===== src/rtl/morse_pkg.sv =====
// ---------------------------------------------------------------------------
// morse_pkg
//   Shared definitions for the Morse receive path: 3-bit letter codes (same
//   codes as the Morse encoder), the decoder FSM state encoding and the
//   (length, symbols) -> letter lookup.
// ---------------------------------------------------------------------------
package morse_pkg;

  localparam logic [2:0] LTR_A = 3'b000;
  localparam logic [2:0] LTR_B = 3'b001;
  localparam logic [2:0] LTR_C = 3'b010;
  localparam logic [2:0] LTR_D = 3'b011;
  localparam logic [2:0] LTR_E = 3'b100;
  localparam logic [2:0] LTR_F = 3'b101;
  localparam logic [2:0] LTR_G = 3'b110;
  localparam logic [2:0] LTR_H = 3'b111;

  typedef enum logic [1:0] {
    ST_IDLE  = 2'b00,
    ST_MARK  = 2'b01,
    ST_SPACE = 2'b10,
    ST_ABORT = 2'b11
  } morse_state_e;

  // Returns {hit, code}. Symbols enter at the LSB (1 = dash) and the buffer is
  // cleared at letter start, so unused upper bits are always zero.
  function automatic logic [3:0] morse_lookup(input logic [2:0] len, input logic [3:0] sym);
    logic [3:0] res;
    case ({len, sym})
      7'b001_0000: res = {1'b1, LTR_E};
      7'b010_0001: res = {1'b1, LTR_A};
      7'b011_0100: res = {1'b1, LTR_D};
      7'b011_0110: res = {1'b1, LTR_G};
      7'b100_1000: res = {1'b1, LTR_B};
      7'b100_1010: res = {1'b1, LTR_C};
      7'b100_0010: res = {1'b1, LTR_F};
      7'b100_0000: res = {1'b1, LTR_H};
      default:     res = {1'b0, LTR_A};
    endcase
    return res;
  endfunction

endpackage


===== src/rtl/morse_line_sync.sv =====
// ---------------------------------------------------------------------------
// morse_line_sync
//   Two-flop synchronizer bringing the asynchronous Morse line into the
//   ClockIn domain. Both flops clear on the asynchronous active-low Reset.
// Ports
//   ClockIn  in  1  system clock
//   Reset    in  1  asynchronous, active-low reset
//   line_i   in  1  raw serial line
//   line_o   out 1  synchronized line
// ---------------------------------------------------------------------------
module morse_line_sync (
  input  logic ClockIn,
  input  logic Reset,
  input  logic line_i,
  output logic line_o
);

  logic meta_q;
  logic sync_q;

  // Two-stage capture of the raw line.
  always_ff @(posedge ClockIn or negedge Reset) begin
    if (!Reset) begin
      meta_q <= 1'b0;
      sync_q <= 1'b0;
    end else begin
      meta_q <= line_i;
      sync_q <= meta_q;
    end
  end

  assign line_o = sync_q;

endmodule


===== src/rtl/morse_decoder.sv =====
// ---------------------------------------------------------------------------
// morse_decoder
//   Receive side of the Morse link. Measures mark/space run lengths in ClockIn
//   cycles, classifies marks as dot/dash, buffers up to 4 symbols and decodes
//   letters A..H when the inter-letter gap (2 units) is seen.
// Parameters
//   TICK_PERIOD  ClockIn cycles per Morse unit (>= 2)
// Ports
//   ClockIn      in  1  system clock
//   Reset        in  1  asynchronous, active-low reset
//   DotDashIn    in  1  serial Morse line (1 = mark), asynchronous
//   Letter       out 3  last successfully decoded letter code
//   LetterValid  out 1  1-cycle pulse, Letter updated in the same cycle
//   LetterError  out 1  1-cycle pulse, malformed letter discarded
//   Busy         out 1  high while a letter is being received
// ---------------------------------------------------------------------------
module morse_decoder
  import morse_pkg::*;
#(
  parameter int TICK_PERIOD = 250
) (
  input  logic       ClockIn,
  input  logic       Reset,
  input  logic       DotDashIn,
  output logic [2:0] Letter,
  output logic       LetterValid,
  output logic       LetterError,
  output logic       Busy
);

  localparam int CNT_MAX = 5 * TICK_PERIOD;
  localparam int CNT_W   = $clog2(CNT_MAX + 1);

  localparam logic [CNT_W-1:0] CNT_ZERO  = CNT_W'(0);
  localparam logic [CNT_W-1:0] CNT_ONE   = CNT_W'(1);
  localparam logic [CNT_W-1:0] CNT_SAT   = CNT_W'(CNT_MAX);
  localparam logic [CNT_W-1:0] MARK_LAST = CNT_W'(CNT_MAX - 1);
  localparam logic [CNT_W-1:0] GAP_LEN   = CNT_W'(2 * TICK_PERIOD);
  localparam logic [CNT_W-1:0] GAP_LAST  = CNT_W'(2 * TICK_PERIOD - 1);

  logic             line_s;
  morse_state_e     state_q;
  logic [CNT_W-1:0] cnt_q;
  logic [CNT_W-1:0] cnt_d;
  logic [3:0]       sym_q;
  logic [2:0]       len_q;
  logic [2:0]       letter_q;
  logic             valid_q;
  logic             error_q;
  logic             busy_q;
  logic             dash_s;
  logic [3:0]       lookup_s;

  morse_line_sync u_sync (
    .ClockIn (ClockIn),
    .Reset   (Reset),
    .line_i  (DotDashIn),
    .line_o  (line_s)
  );

  // Saturating run-length increment, mark classification and letter lookup.
  always_comb begin
    cnt_d    = (cnt_q == CNT_SAT) ? cnt_q : cnt_q + CNT_ONE;
    dash_s   = (cnt_q >= GAP_LEN);
    lookup_s = morse_lookup(len_q, sym_q);
  end

  // Receive FSM with run counter, symbol buffer and registered outputs.
  always_ff @(posedge ClockIn or negedge Reset) begin
    if (!Reset) begin
      state_q  <= ST_IDLE;
      cnt_q    <= CNT_ZERO;
      sym_q    <= 4'b0000;
      len_q    <= 3'd0;
      letter_q <= LTR_A;
      valid_q  <= 1'b0;
      error_q  <= 1'b0;
      busy_q   <= 1'b0;
    end else begin
      valid_q <= 1'b0;
      error_q <= 1'b0;
      case (state_q)
        ST_IDLE: begin
          if (line_s) begin
            state_q <= ST_MARK;
            cnt_q   <= CNT_ONE;
            sym_q   <= 4'b0000;
            len_q   <= 3'd0;
            busy_q  <= 1'b1;
          end
        end
        ST_MARK: begin
          if (line_s) begin
            // Mark reaching 5 units is a stuck line, not a symbol.
            if (cnt_q == MARK_LAST) begin
              error_q <= 1'b1;
              state_q <= ST_ABORT;
              cnt_q   <= CNT_ZERO;
            end else begin
              cnt_q <= cnt_d;
            end
          end else if (len_q == 3'd4) begin
            error_q <= 1'b1;
            state_q <= ST_ABORT;
            cnt_q   <= CNT_ZERO;
          end else begin
            sym_q   <= {sym_q[2:0], dash_s};
            len_q   <= len_q + 3'd1;
            state_q <= ST_SPACE;
            cnt_q   <= CNT_ONE;
          end
        end
        ST_SPACE: begin
          // Gap timeout is checked before the line so it wins over a new mark.
          if (cnt_q == GAP_LEN) begin
            if (lookup_s[3]) begin
              letter_q <= lookup_s[2:0];
              valid_q  <= 1'b1;
            end else begin
              error_q <= 1'b1;
            end
            state_q <= ST_IDLE;
            cnt_q   <= CNT_ZERO;
            busy_q  <= 1'b0;
          end else if (line_s) begin
            state_q <= ST_MARK;
            cnt_q   <= CNT_ONE;
          end else begin
            cnt_q <= cnt_d;
          end
        end
        ST_ABORT: begin
          // Wait for an unbroken 2-unit low before accepting a new letter.
          if (line_s) begin
            cnt_q <= CNT_ZERO;
          end else if (cnt_q == GAP_LAST) begin
            state_q <= ST_IDLE;
            cnt_q   <= CNT_ZERO;
            busy_q  <= 1'b0;
          end else begin
            cnt_q <= cnt_d;
          end
        end
        default: begin
          state_q <= ST_IDLE;
          cnt_q   <= CNT_ZERO;
          busy_q  <= 1'b0;
        end
      endcase
    end
  end

  assign Letter      = letter_q;
  assign LetterValid = valid_q;
  assign LetterError = error_q;
  assign Busy        = busy_q;

endmodule


===== config.mk =====
export PLATFORM = sky130hd
export DESIGN_NAME = morse_decoder
export DESIGN_NICKNAME = d
export VERILOG_FILES = /design/src/rtl/morse_pkg.sv /design/src/rtl/morse_line_sync.sv /design/src/rtl/morse_decoder.sv
export SDC_FILE = /design/constraint.sdc
export NUM_CORES = 1
export LEC_CHECK = 0
export CORE_MARGIN = 10
export CORE_UTILIZATION = 35
export DETAILED_ROUTE_END_ITERATION = 12
export PLACE_DENSITY = 0.51
export SLEW_MARGIN = 15
export SYNTH_ARGS = -nofsm -noshare
export SYNTH_HDL_FRONTEND = slang
export SYNTH_SLANG_ARGS = --single-unit

===== constraint.sdc =====
create_clock -name ClockIn -period 3.2 [get_ports ClockIn]
set_input_delay 0.64 -clock ClockIn [delete_from_list [all_inputs] [get_ports ClockIn]]
set_output_delay 0.64 -clock ClockIn [all_outputs]
set_load 0.05 [all_outputs]

-- Yosys cells after proc, flatten, opt, wreduce, memory -nomap -nowiden
Cells that the tools add are included.
- memories kept: 0
- memory bits (writable): 0
- bits in latches: 0
- flip-flop bits (word level): 28
- output and inout bits: 6
- bits in read-only memories: 0
- bitwise logic cells: 0
- multiply operators: 0
- $lt $le $gt $ge: 1
- mux-type cells: 41
- reduce and logical (&&, ||, !) cells: 7
- $add $sub $neg: 2
- equal/unequal tests: 23
- shift-type cells: 0
- div/mod/pow operators: 0
- operators with widths (kind ; number):
    $mux W11 ; 8
    $pmux W11 S4 ; 1
    $pmux W4 S8 ; 1
    $eq A7 B7 Y1 const B ; 4
    $eq A11 B11 Y1 const B ; 2
    $eq A11 B9 Y1 const B ; 2
    $eq A7 B6 Y1 const B ; 3
    $mux W1 ; 14
    $mux W2 ; 6
    $mux W4 ; 3
    $add A11 B1 Y11 const B ; 1
    $ge A11 B9 Y1 const B ; 1
    $ne A2 B2 Y1 const B ; 5
    $mux W3 ; 3
    $pmux W2 S4 ; 1
    $pmux W4 S2 ; 1
    $eq A7 B5 Y1 const B ; 1
    $pmux W3 S2 ; 1
    $reduce_and A3 Y1 ; 2
    $reduce_and A5 Y1 ; 1
    $eq A2 B2 Y1 const B ; 2
    $reduce_and A4 Y1 ; 1
    $add A3 B1 Y3 const B ; 1
    $eq A3 B3 Y1 const B ; 1
    other kinds (8) ; 8

-- Logic depth before layout (Yosys ltp)
- depth after elaboration: 5
- depth in mapped cells: 8
- mapped depth without buffers: 7

-- Cells and area by module
A second synthesis with hierarchy kept.
- cell total of the unflattened synthesis: 215
- area total of the unflattened synthesis: 1923.1 sq um
- by module, submodules not included (module ; cells each ; sequential area each (sq um) ; area each (sq um) ; times used):
    morse_decoder ; 213 ; 650.6 ; 1873.0 ; 1
    morse_line_sync ; 2 ; 50.0 ; 50.0 ; 1

-- Worst setup path after synthesis
No wires, ideal clock.
- kind: register -> register
- start: register len_q[0]
- end: register letter_q[2], in the netlist Letter[2]
- data arrival time: 1.840 ns
- path buffers: 0
- required time: 3.072 ns
- cell stages (with the launch flop): 8
- clock period less this slack: 1.967 ns
- slack: 1.233 ns
- library setup time: 0.128 ns
- cell sequence: dfrtp_1 ha_1 ha_1 and3b_1 a211oi_1 o21ai_1 nand3_1 mux2_1
- longest elaborated chain between the ends: 3
- elaborated cells on any way between the ends: 10
- classes of those cells: eq/ne (8); mux (1); reduce/logical (1)
- ends and longest elaborated chain (item ; RTL line ; source):
    from (decl) ; morse_decoder.sv:46 ; logic [2:0] len_q;
    from (signal assigned) ; morse_decoder.sv:108 ; len_q <= len_q + 3'd1;
    $eq A7 B7 Y1, or another cell as far along ; morse_pkg.sv:29 ; case ({len, sym})
    $pmux W4 S8 (*) ; morse_pkg.sv:29 ;
    $reduce_and A3 Y1 (no source line) ; -- ;
    to (signal assigned) ; morse_decoder.sv:117 ; letter_q <= lookup_s[2:0];
    to (decl) ; morse_decoder.sv:47 ; logic [2:0] letter_q;
Every way passes the cells marked *; elsewhere a longest branch is shown, timed or not.
A chain may end at the register's enable or synchronous reset.

-- Worst setup path after layout
Same ends and word-level chain as after synthesis.

==> flow_summary.rst <==
.. list-table::
   :header-rows: 1

   * - Metric
     - Value
   * - Outcome
     - finished, final reports clean
   * - Cell area after synthesis
     - 0.001812 mm2
   * - Via count of the first global-routing pass
     - 1442
   * - GR Overflow Total
     - 0
   * - Portion of total power attributed to the clock network
     - 0.216
   * - Library cell contributing the largest single delay on the critical path
     - sky130_fd_sc_hd__dfrtp_1
   * - Floorplan die height
     - 91.95 um
   * - Global-route wire length before repair
     - 7.107 mm
   * - Startpoint of the worst setup timing path
     - len_q[0]
   * - Detailed-route wire length per cell
     - 15.49 um
   * - Net count of the finished layout
     - 213
   * - Ranking of synthesized cells by area
     - sky130_fd_sc_hd__dfrtp_1, sky130_fd_sc_hd__ha_1, sky130_fd_sc_hd__nand2_1, sky130_fd_sc_hd__nand3_1, sky130_fd_sc_hd__o21ai_1
   * - Main combinational cell family by area after synthesis
     - compound AO/OA/AOI/OAI gates
   * - Share of final-layout standard cells stronger than drive strength 1
     - 0.07143
   * - Number of buffers on the longest clock path
     - 2
   * - CTS Hold Bufs
     - 0
   * - Most used flip-flop cell after synthesis
     - sky130_fd_sc_hd__dfrtp_1
   * - Worst reg2reg path depth
     - 7
   * - Clock Latency Late Sink
     - 0.28 ns
   * - Most frequent standard cell in the layout excluding fill and tap cells
     - sky130_fd_sc_hd__dfrtp_1
   * - Number of antenna violations at the first check in global routing
     - 0
   * - Relative contribution of sequential cells to total power
     - 0.349
   * - Final weighted congestion of routability-driven global placement
     - 0.8092
   * - Setup repair after global routing missed its margin
     - false
   * - Crit Path Max Fanout
     - 5
   * - Commonest cells after routing, fill and taps aside
     - sky130_fd_sc_hd__dfrtp_1, sky130_fd_sc_hd__nand2_1, sky130_fd_sc_hd__ha_1
   * - All-layer global routing usage
     - 0.1020
   * - Kind of cell adding the most delay to the critical path
     - compound AO/OA/AOI/OAI gates
   * - Area leader, netlist
     - sky130_fd_sc_hd__dfrtp_1
   * - Peak supply drop
     - 0.3411 mV
   * - Initial Utilization
     - 0.3570
   * - Fraction of post-synthesis cell area in the top cell type by area
     - 0.3867
   * - Count of warnings emitted by yosys
     - 0
   * - Total nets after synthesis
     - 205
   * - Num rows
     - 26
   * - Capture point of the critical path
     - Letter[2]
   * - Worst min-delay path category
     - flop to flop
   * - Reg2reg end
     - Letter[2]
   * - Critical path startpoint category
     - flop
   * - Standby leakage power
     - 0.0008561 uW
   * - Net switching power
     - 520.4 uW
   * - Iter 0 DRT Violations
     - 88
   * - Htree depth
     - 1
   * - Placeable core area
     - 0.005075 mm2
   * - Area Growth Syn to Fin
     - 11.88%
   * - Minimum clock period after layout
     - 2.235 ns
   * - Sequential share of the synthesized area
     - 0.3867
   * - Most frequent CP cell
     - sky130_fd_sc_hd__ha_1
   * - Post-route DRC violation count
     - 0
   * - Initial DRT Pass Iterations
     - 4
   * - IO Port Bufs
     - 8
   * - Kind of end point of the critical path
     - flop
   * - Final-report hold violation count
     - 0
   * - Final Max Slew Viols
     - 0
   * - Worst reg-to-reg setup slack
     - 0.97 ns
   * - Cell-internal power
     - 778.4 uW
   * - Cell count after placement
     - 262
   * - Adder-cell share of the synthesized area
     - 0.08978
   * - Power per unit of standard cell area
     - 640.7 mW/mm2
   * - Total wire length after detailed routing
     - 4.121 mm
   * - Area share of and/or/nand/nor cells after synthesis
     - 0.2258
   * - Skew final
     - 0.003459 ns
   * - Transition time at the pin with the least slew margin
     - 0.6092 ns
   * - Clock net sink count
     - 28
   * - CTS tree
     - yes
   * - Register bit count reported by yosys
     - 28
   * - Category of the most critical setup path
     - flop to flop
   * - Net switching fraction of the power
     - 0.4007
   * - Proportion of synthesized area in mux cells
     - 0.01174
   * - Register clock-pin slew on the reported worst setup and hold paths
     - 0.10 ns
   * - Post-synthesis async set-or-reset flop share
     - 1.000
   * - Critical path depth in cells
     - 7
   * - Proportion of power drawn by combinational gates
     - 0.436
   * - Post-CTS setup repair buffer count
     - 0
   * - DR vias
     - 1468
   * - Setup TNS Final
     - 0 ns
   * - Placed wire-length estimate after detailed placement
     - 3.147 mm
   * - Die footprint
     - 0.008454 mm2
   * - Endpoint arrival time on the critical path
     - 2.40 ns
   * - Syn_area_per_cell
     - 9.586 um2
   * - Clock tree root buffer cell
     - sky130_fd_sc_hd__clkbuf_8
   * - Fmax
     - 447.5 MHz
   * - Headroom to the max-slew limit
     - 0.5930
   * - Resize count post-CTS
     - 0
   * - Post-synth cell types
     - 56
   * - Critical path buffers and inverters
     - 0
   * - Complex-gate fraction of the synthesized area
     - 0.2341
   * - Worst Path Required
     - 3.36 ns
   * - Largest incremental delay on the critical path
     - 0.43 ns
   * - Horiz. Die Dim
     - 91.95 um
   * - Number of non-filler instances in the completed layout
     - 266
   * - Final worst path period share
     - 0.6983
   * - Ordered cell list for the critical path
     - ha_1, ha_1, and3b_1, a211oi_1, o21ai_1, nand3_1, mux2_1
   * - Synthesized netlist cell count
     - 189
   * - Synthesized-area fraction occupied by xor and xnor cells
     - 0.009669
   * - Number of violations of the max-capacitance limit
     - 0
   * - I/O pins
     - 9
   * - Pin count of the biggest net entering global routing
     - 29
   * - Antenna viol nets, final
     - 0
   * - Post-detailed-route via-to-cell ratio
     - 5.519
   * - Setup-violating endpoint count in the final report
     - 0
   * - Antenna diodes
     - 0
   * - Reg2Reg Launch Point
     - len_q[0]
   * - Number of flops mapped to enable cells by yosys
     - 0
   * - Total CTS buffers
     - 3
==> stage by stage <==
stage          power, uW  worst slack (ns)  hold slack (ns)  cell area (um2)  utilization
4_1_cts             1317            0.9459           0.3674             2027       0.3994
6_report            1299            0.9654           0.3639             2027       0.3994
3_3_place_gp        1018             1.041           0.3438             1956       0.3854
2_1_floorplan      868.0             1.233           0.3312             1812            -
5_1_grt             1414            0.8080           0.3832             2027       0.3994
3_5_place_dp        1030            0.9643           0.3434             1956       0.3854
==> cell usage after synthesis, drive strengths merged (2+ instances only) <==
cell type	count
dfrtp	28
o21ai	17
nand2	15
ha	13
inv	12
nand3	11
nor2	9
and3	5
a22o	4
a31oi	4
clkbuf	4
nor3b	4
a21oi	3
and3b	3
nand2b	3
nand4	3
nor3	3
nor4	3
o21bai	3
or3	3
a211oi	2
a21o	2
a2bb2oi	2
a311o	2
a32oi	2
and2	2
buf	2
o22ai	2
o31ai	2
o41ai	2
xnor2	2
==> registers in the layout, summed over array words and instances (netlist names) <==
| register | cells |
|---|---|
| Busy | 1 |
| Letter | 3 |
| LetterError | 1 |
| LetterValid | 1 |
| cnt_q | 11 |
| len_q | 3 |
| state_q | 2 |
| sym_q | 4 |
| u_sync.line_o | 1 |
| u_sync.meta_q | 1 |
==> cells by family (layout without fill, tap and decap cells) <==
group	Yosys count	in the layout
and+or+nand+nor	71	71
muxes	2	2
xor gates and xnor gates	2	2
buffers and inverters	18	25
AOI/OAI and AO/OA	55	55
adders and majority gates	13	13
DFF	28	28
==> how the worst min path moves through the flow <==
stage                     cells after the start            end  slack [ns]     startpoint
after floorplan                               0  u_sync.line_o        0.33  u_sync.meta_q
final                                         0  u_sync.line_o        0.36  u_sync.meta_q
after detailed placement                      0  u_sync.line_o        0.34  u_sync.meta_q
after global placement                        0  u_sync.line_o        0.34  u_sync.meta_q
after global routing                          0  u_sync.line_o        0.38  u_sync.meta_q
after CTS                                     0  u_sync.line_o        0.37  u_sync.meta_q
==> power by group through the flow <==
| stage | combinational, uW | clock [uW] | sequential, uW |
|---|---|---|---|
| finish | 566 | 280 | 453 |
| global route | 646 | 304 | 463 |
| CTS | 573 | 291 | 453 |
| detailed placement | 570 | 0 | 459 |
| global placement | 560 | 0 | 458 |
| floorplan | 401 | 0 | 467 |
==> layout make-up <==
cell class	instances	area, um2
Multi-Input combinational cell	143	1035
Fill cell	511	3048
Inverter	12	45.04
Sequential cell	28	700.7
Timing Repair Buffer	9	87.58
Clock inverter	1	30.03
Clock buffer	3	41.29
Tap cell	70	87.58
==> routing by layer <==
| layer | global-route usage | routed length (um) | part of all wire | vias to the layer above |
|---|---|---|---|---|
| li1 | - | - | - | 723 |
| met2 | 0.1506 | 1840 | 0.45 | 24 |
| met5 | 0 | 0 | 0 | - |
| met4 | 0.03599 | 37 | 0.0090 | 0 |
| met3 | 0.01956 | 154 | 0.037 | 4 |
| met1 | 0.1438 | 2089 | 0.51 | 717 |
Note: power is estimated with default switching activity, not from simulation.
